## src/rtl/snn_mem_load_ctrl_if.sv

```systemverilog
// snn_mem_load_ctrl_if: command byte stream in, parameter-memory bus and status out.
//   master: byte source and memory side (drives frame_start, rx_*, mem_rdata)
//   slave : the load controller (drives mem_*, tx_data, busy, done, error)
interface snn_mem_load_ctrl_if #(
  parameter int N  = 8,
  parameter int AW = 9
);
  logic          frame_start;
  logic [7:0]    rx_data;
  logic          rx_valid;
  logic [N-1:0]  mem_rdata;
  logic [AW-1:0] mem_addr;
  logic [N-1:0]  mem_wdata;
  logic          mem_we;
  logic [N-1:0]  tx_data;
  logic          busy;
  logic          done;
  logic          error;
  modport master (
    output frame_start, rx_data, rx_valid, mem_rdata,
    input  mem_addr, mem_wdata, mem_we, tx_data, busy, done, error
  );
  modport slave (
    input  frame_start, rx_data, rx_valid, mem_rdata,
    output mem_addr, mem_wdata, mem_we, tx_data, busy, done, error
  );
endinterface

```

## src/rtl/snn_mem_load_ctrl.sv

```systemverilog
// snn_mem_load_ctrl: decodes framed command bytes into parameter-memory writes, read-back and clear.
//   clk, rst_n : clock, asynchronous active-low reset
//   bus        : slave side of snn_mem_load_ctrl_if (byte stream in, memory bus and status out)
module snn_mem_load_ctrl #(
  parameter int         M         = 320,
  parameter int         N         = 8,
  parameter int         AW        = 9,
  parameter logic [7:0] CMD_WRITE = 8'h01,
  parameter logic [7:0] CMD_READ  = 8'h02,
  parameter logic [7:0] CMD_CLEAR = 8'h03
) (
  input logic               clk,
  input logic               rst_n,
  snn_mem_load_ctrl_if.slave bus
);
  typedef enum logic [2:0] {IDLE, CMD, ADDR_H, ADDR_L, WRITE, READ, CLEAR, IGNORE} state_t;
  localparam logic [AW-1:0] LAST = AW'(M - 1);
  state_t        state_q, state_d;
  logic [AW-1:0] addr_q, addr_d, addr_inc;
  logic [7:0]    addr_h_q, addr_h_d;
  logic          wr_q, wr_d;
  logic [N-1:0]  wdata_q, wdata_d, tx_q, tx_d;
  logic          we_q, we_d, busy_q, busy_d, done_q, done_d, err_q, err_d;
  logic          acc;
  logic [15:0]   full;
  always_ff @(posedge clk or negedge rst_n) begin
    if (!rst_n) begin
      state_q  <= IDLE;
      addr_q   <= '0;
      addr_h_q <= '0;
      wr_q     <= 1'b0;
      wdata_q  <= '0;
      we_q     <= 1'b0;
      tx_q     <= '0;
      busy_q   <= 1'b0;
      done_q   <= 1'b0;
      err_q    <= 1'b0;
    end else begin
      state_q  <= state_d;
      addr_q   <= addr_d;
      addr_h_q <= addr_h_d;
      wr_q     <= wr_d;
      wdata_q  <= wdata_d;
      we_q     <= we_d;
      tx_q     <= tx_d;
      busy_q   <= busy_d;
      done_q   <= done_d;
      err_q    <= err_d;
    end
  end
  always_comb begin
    state_d  = state_q;
    addr_d   = addr_q;
    addr_h_d = addr_h_q;
    wr_d     = wr_q;
    wdata_d  = wdata_q;
    we_d     = 1'b0;
    tx_d     = tx_q;
    busy_d   = busy_q;
    done_d   = 1'b0;
    err_d    = err_q;
    // frame_start steals the byte of the same cycle; busy blocks bytes during a sweep
    acc      = bus.rx_valid && !busy_q && !bus.frame_start;
    addr_inc = (addr_q == LAST) ? '0 : addr_q + 1'b1;
    full     = {addr_h_q, bus.rx_data};
    case (state_q)
      CMD: if (acc) begin
        if (bus.rx_data == CMD_WRITE || bus.rx_data == CMD_READ) begin
          state_d = ADDR_H;
          wr_d    = bus.rx_data == CMD_WRITE;
        end else if (bus.rx_data == CMD_CLEAR) begin
          state_d = CLEAR;
          busy_d  = 1'b1;
          addr_d  = '0;
          we_d    = 1'b1;
          wdata_d = '0;
        end else begin
          state_d = IGNORE;
          err_d   = 1'b1;
        end
      end
      ADDR_H: if (acc) begin
        addr_h_d = bus.rx_data;
        state_d  = ADDR_L;
      end
      ADDR_L: if (acc) begin
        if (full >= 16'(M)) begin
          err_d   = 1'b1;
          state_d = IGNORE;
        end else begin
          addr_d  = full[AW-1:0];
          state_d = wr_q ? WRITE : READ;
        end
      end
      // address advances the cycle after the write strobe so the write lands at the old address
      WRITE: begin
        if (we_q) addr_d = addr_inc;
        if (acc) begin
          we_d    = 1'b1;
          wdata_d = bus.rx_data;
        end
      end
      // tx_data follows the combinational read data one cycle behind the address
      READ: begin
        tx_d = bus.mem_rdata;
        if (acc) addr_d = addr_inc;
      end
      CLEAR: if (addr_q == LAST) begin
        state_d = IDLE;
        busy_d  = 1'b0;
        done_d  = 1'b1;
        addr_d  = '0;
      end else begin
        addr_d = addr_inc;
        we_d   = 1'b1;
      end
      default: ;
    endcase
    if (bus.frame_start && state_q != CLEAR) begin
      state_d = CMD;
      err_d   = 1'b0;
    end
  end
  assign bus.mem_addr  = addr_q;
  assign bus.mem_wdata = wdata_q;
  assign bus.mem_we    = we_q;
  assign bus.tx_data   = tx_q;
  assign bus.busy      = busy_q;
  assign bus.done      = done_q;
  assign bus.error     = err_q;
endmodule

```

## src/flat_wrapper.sv

```systemverilog
// flat-port wrapper written by rule: the top's interface ports become plain ports
module snn_mem_load_ctrl_flat 
#(
  parameter int         M         = 320,
  parameter int         N         = 8,
  parameter int         AW        = 9,
  parameter logic [7:0] CMD_WRITE = 8'h01,
  parameter logic [7:0] CMD_READ  = 8'h02,
  parameter logic [7:0] CMD_CLEAR = 8'h03
)
  (clk, rst_n, bus_frame_start, bus_rx_data, bus_rx_valid, bus_mem_rdata, bus_mem_addr, bus_mem_wdata, bus_mem_we, bus_tx_data, bus_busy, bus_done, bus_error);
  snn_mem_load_ctrl_if #(.N(N), .AW(AW)) bus_i ();
  input logic clk;
  input logic rst_n;
  input wire logic [$bits(bus_i.frame_start)-1:0] bus_frame_start;
  input wire logic [$bits(bus_i.rx_data)-1:0] bus_rx_data;
  input wire logic [$bits(bus_i.rx_valid)-1:0] bus_rx_valid;
  input wire logic [$bits(bus_i.mem_rdata)-1:0] bus_mem_rdata;
  output wire logic [$bits(bus_i.mem_addr)-1:0] bus_mem_addr;
  output wire logic [$bits(bus_i.mem_wdata)-1:0] bus_mem_wdata;
  output wire logic [$bits(bus_i.mem_we)-1:0] bus_mem_we;
  output wire logic [$bits(bus_i.tx_data)-1:0] bus_tx_data;
  output wire logic [$bits(bus_i.busy)-1:0] bus_busy;
  output wire logic [$bits(bus_i.done)-1:0] bus_done;
  output wire logic [$bits(bus_i.error)-1:0] bus_error;
  assign bus_i.frame_start = bus_frame_start;
  assign bus_i.rx_data = bus_rx_data;
  assign bus_i.rx_valid = bus_rx_valid;
  assign bus_i.mem_rdata = bus_mem_rdata;
  assign bus_mem_addr = bus_i.mem_addr;
  assign bus_mem_wdata = bus_i.mem_wdata;
  assign bus_mem_we = bus_i.mem_we;
  assign bus_tx_data = bus_i.tx_data;
  assign bus_busy = bus_i.busy;
  assign bus_done = bus_i.done;
  assign bus_error = bus_i.error;
  snn_mem_load_ctrl #(.M(M), .N(N), .AW(AW), .CMD_WRITE(CMD_WRITE), .CMD_READ(CMD_READ), .CMD_CLEAR(CMD_CLEAR)) u_core (.clk(clk), .rst_n(rst_n), .bus(bus_i));
endmodule
```

## config.mk

```make
export PLATFORM = sky130hd
export DESIGN_NAME = snn_mem_load_ctrl_flat
export DESIGN_NICKNAME = d
export VERILOG_FILES = /design/src/rtl/snn_mem_load_ctrl_if.sv /design/src/rtl/snn_mem_load_ctrl.sv /design/src/flat_wrapper.sv
export SDC_FILE = /design/constraint.sdc
export NUM_CORES = 1
export LEC_CHECK = 0
export CAP_MARGIN = 20
export CORE_MARGIN = 3
export CORE_UTILIZATION = 46
export DETAILED_ROUTE_END_ITERATION = 7
export PLACE_DENSITY = 0.88
export REMOVE_ABC_BUFFERS = 1
export SETUP_SLACK_MARGIN = 0.2
export SLEW_MARGIN = 30
export SYNTH_ARGS = -nofsm -noshare
export SYNTH_HDL_FRONTEND = slang
export SYNTH_SLANG_ARGS = --single-unit
```

## constraint.sdc

```tcl
create_clock -name clk -period 1.75 [get_ports clk]
set_input_delay 0.175 -clock clk [delete_from_list [all_inputs] [get_ports clk]]
set_output_delay 0.175 -clock clk [all_outputs]
set_load 0.02 [all_outputs]
```

==> results.md <==
- Status: finished, violations left
- Violated checks: design-rule violations, negative setup slack
- Initial antenna violation count: 0
- WL/cell: 19.9 um
- Residual DRC: 2
- Area of the multi-input gates: 1400 sq um
- Reg2Reg Setup Slack: -40 ps
- Largest delay share family, worst path: simple AND/OR/NAND/NOR gates
- Switching pwr: 0.00176 W
- Count of pins over their slew limit: 0
- Initial Utilization: 49.4%
- Setup crit start: u_core.addr_h_q[1]$_DFFE_PN0P_
- Main synth FF type: dfrtp_1
- Grt ovf: 0
- Synth top area share: 45.8%
- Cell Area, Placed: 3030 sq um
- Reg-to-Reg Start: u_core.addr_h_q[1]$_DFFE_PN0P_
- Placed insts: 360
- WS Path Type: reg2reg
- Register Area: 1030 sq um
- Post-Synth Adder-Cell Area: 0.558%
- Setup WS pre-CTS: -309 ps
- PD cells: 1250 nW/um^2
- Non-filler cells, final: 390
- Crit-path max FO: 4
- Largest family of logic cells by synthesized area: compound AO/OA/AOI/OAI gates
- Number of enable flip-flop cells after synthesis: 0
- N_diodes: 0
- Crit path to: u_core.bus.mem_addr[8]$_DFFE_PN0P_
- Mapped Area: 2240 sq um
- Clk buf depth: 2
- Slew @ Worst Pin: 369 ps
- Vias in the first global route: 2152
- Sink Count: 41
- Sequential area share after synthesis: 45.8%
- Die area: 5740 sq um
- Synth top area cells: dfrtp_1, mux2_2, nand2_1
- Synth unique cells: 61
- # port buffers: 48
- Yosys top cell by area: dfrtp_1
- Xor/xnor share of the synthesized area: 0.391%
- Worst slew margin: 75.2%
- Clk_lat worst skew: 300 ps
- HP Class: in2reg
- Logic pwr share: 50.4%
- Setup Skew: 5.24 ps
- Width of the chip: 75.8 um
- Post-route ant nets: 0
- Compound-Gate Fraction of Synth Area: 23.3%
- DRT iter0 DRCs: 237
- Static Leak: 1.69 nW
- Reg2reg end: u_core.bus.mem_addr[8]$_DFFE_PN0P_
- Peak VDD IR: 0.000759 V
- Largest net degree at the start of global routing: 42
- Via count: 2389
- Avg Cell Area, Syn: 10.1 sq um
- Final GP Congestion: 0.888
- Peak Freq: 557 MHz
- Inserted Clock Buffers: 5
- Synth Instances: 222
- Sequential share of power: 32.7%
- Ports: 49
- Crit path cell chain: nor4_4 > nand3_2 > a211oi_4 > mux2_4
- Site Rows: 24
- Final worst setup slack: -44.8 ps
- Final Util: 80.7%
- Slowest stage delay, CP: 430 ps
- First-pass GRT wire length: 10.4 mm
- Area grow syn2layout: 63.3%
- Overall power: 0.00456 W
- Async set-or-reset flop fraction in the synthesized netlist: 100%
- Setup crit end kind: flop
- Synth Area in Simple Gates: 19.8%
- Iteration count of the initial detailed-routing pass: 8
- Fin. Hold Viols: 0
- Vias per cell: 6.13
- WP data required: 1940 ps
- Pint: 0.00279 W
- CP Launch Type: flop
- CTS tree: done
- Crit path buf inv count: 0
- RSZ-0062 raised after global routing: yes
- Core area: 4530 sq um
- Crit-path slowest cell: dfrtp_1
- Clock Tree Root: clkbuf_8
- Fraction of synthesized area in multiplexers: 5.92%
- Period minus WS final: 1790 ps
- DP HPWL: 4.44 mm
- Commonest non-fill, non-tap cell in the layout: buf_4
- Final worst-path cycle share: 103%
- Critical path depth: 4
- Setup violations, final: 3
- Yosys warnings: 0
- Most frequent cells in the layout: buf_4, dfrtp_1, clkdlybuf4s50_1
- Reg clk slew, reported paths: 80 ps
- Post-synthesis register bit count: 41
- Sw Share: 38.7%
- CP Data Arrival Time: 1980 ps
- Routed WL: 7.75 mm
- Overall routing resource usage: 23.8%
- Nets: 345
- Clock share of power: 16.9%
- Layout cells sized above 1: 38.2%
- Max-cap viol count: 0
- Post-route cell area: 3660 sq um
- Reg2Reg Depth: 4
- CTS H-tree lvls: 2
- Die Y: 75.8 um
- # fillers: 248
## power groups by stage
stage                     clock, W  sequential, W  combinational [W]
after floorplan                  0        0.00175           0.000629
after global placement           0        0.00144            0.00187
after detailed placement         0        0.00145            0.00190
after CTS                 0.000773        0.00144            0.00195
after global routing      0.000811        0.00152            0.00244
final                     0.000769        0.00149            0.00230
## synthesized netlist by cell type (2+ instances only)
master,number
mux2_2,8
a211o_1,2
nor3_1,4
a21oi_1,5
a21bo_2,2
nand4_1,2
nor2b_1,2
o32a_1,3
o22ai_1,2
buf_2,7
o21ai_0,3
o21ai_1,11
a21o_1,8
o31ai_1,2
nand3_1,6
nor2_1,10
clkbuf_1,3
mux2i_1,2
a22oi_1,3
dfrtp_1,41
and3_1,3
nand2b_1,5
inv_1,13
o21a_1,2
mux2_1,2
nand2_1,21
nor4_1,8
nand3b_1,3
a32oi_1,3
o211ai_1,3
a31oi_1,3
## how the worst min path moves through the flow
stage                    from  depth (start not counted)                                  to
2_1_floorplan           rst_n                          0      u_core.addr_h_q[0]$_DFFE_PN0P_
3_3_place_gp            rst_n                          2  u_core.bus.mem_addr[2]$_DFFE_PN0P_
3_5_place_dp            rst_n                          2  u_core.bus.mem_addr[5]$_DFFE_PN0P_
4_1_cts                 rst_n                          3  u_core.bus.mem_addr[3]$_DFFE_PN0P_
5_1_grt        bus_rx_data[6]                          3      u_core.addr_h_q[6]$_DFFE_PN0P_
6_report       bus_rx_data[7]                          3      u_core.addr_h_q[7]$_DFFE_PN0P_
## state kept, by name, indices dropped and copies added (netlist names)
signal	cells
u_core.addr_h_q	8
u_core.bus.busy	1
u_core.bus.done	1
u_core.bus.error	1
u_core.bus.mem_addr	9
u_core.bus.mem_wdata	8
u_core.bus.mem_we	1
u_core.bus.tx_data	8
u_core.state_q	3
u_core.wr_q	1
## area by class of cell
cell class / instances / area share (%)
Timing Repair Buffer: 104 / 27.0
Tap cell: 65 / 2.22
Multi-Input combinational cell: 159 / 38.3
Sequential cell: 41 / 28.1
Inverter: 13 / 1.33
Clock buffer: 6 / 1.98
Clock inverter: 2 / 1.06
## metrics by stage
step | hold WS [ps] | TNS, ps
final | 311 | -132
after CTS | 402 | 0
after global placement | 158 | -5130
after floorplan | -121 | -569
after detailed placement | 174 | -5880
after global routing | 327 | -388
## worst min-delay path: stages
cell and delay (ps):
dlymetal6s2s_1 150, inv_1 160, o21ai_2 90
## per-layer routing
| layer | share of wire, % | track usage [%] | vias up | wire [um] |
|---|---|---|---|---|
| li1 | - | - | 1037 | - |
| met1 | 39 | 31.7 | 1178 | 3010 |
| met2 | 51 | 39.7 | 151 | 3970 |
| met3 | 6.8 | 3.83 | 23 | 530 |
| met4 | 3.0 | 7.38 | 0 | 231 |
| met5 | 0 | 0 | - | 0 |
## logic make-up after synthesis
family / count (synthesis)
AO/OA/AOI/OAI: 68
XOR/XNOR: 1
adder cells (fa/ha/maj): 1
buffers and inverters: 23
flip-flops: 41
multiplexers: 12
AND/OR/NAND/NOR: 76
## timing repair
item	4_1_cts	5_1_grt
gates resized for setup	34	60
pin swaps	12	25
hold buffers	1	0
cloned	1	1
buffers inserted	8	11
setup endpoints to repair	42	42
hold endpoints to repair	41	0
No activity file was read; power rests on OpenSTA's default activity.
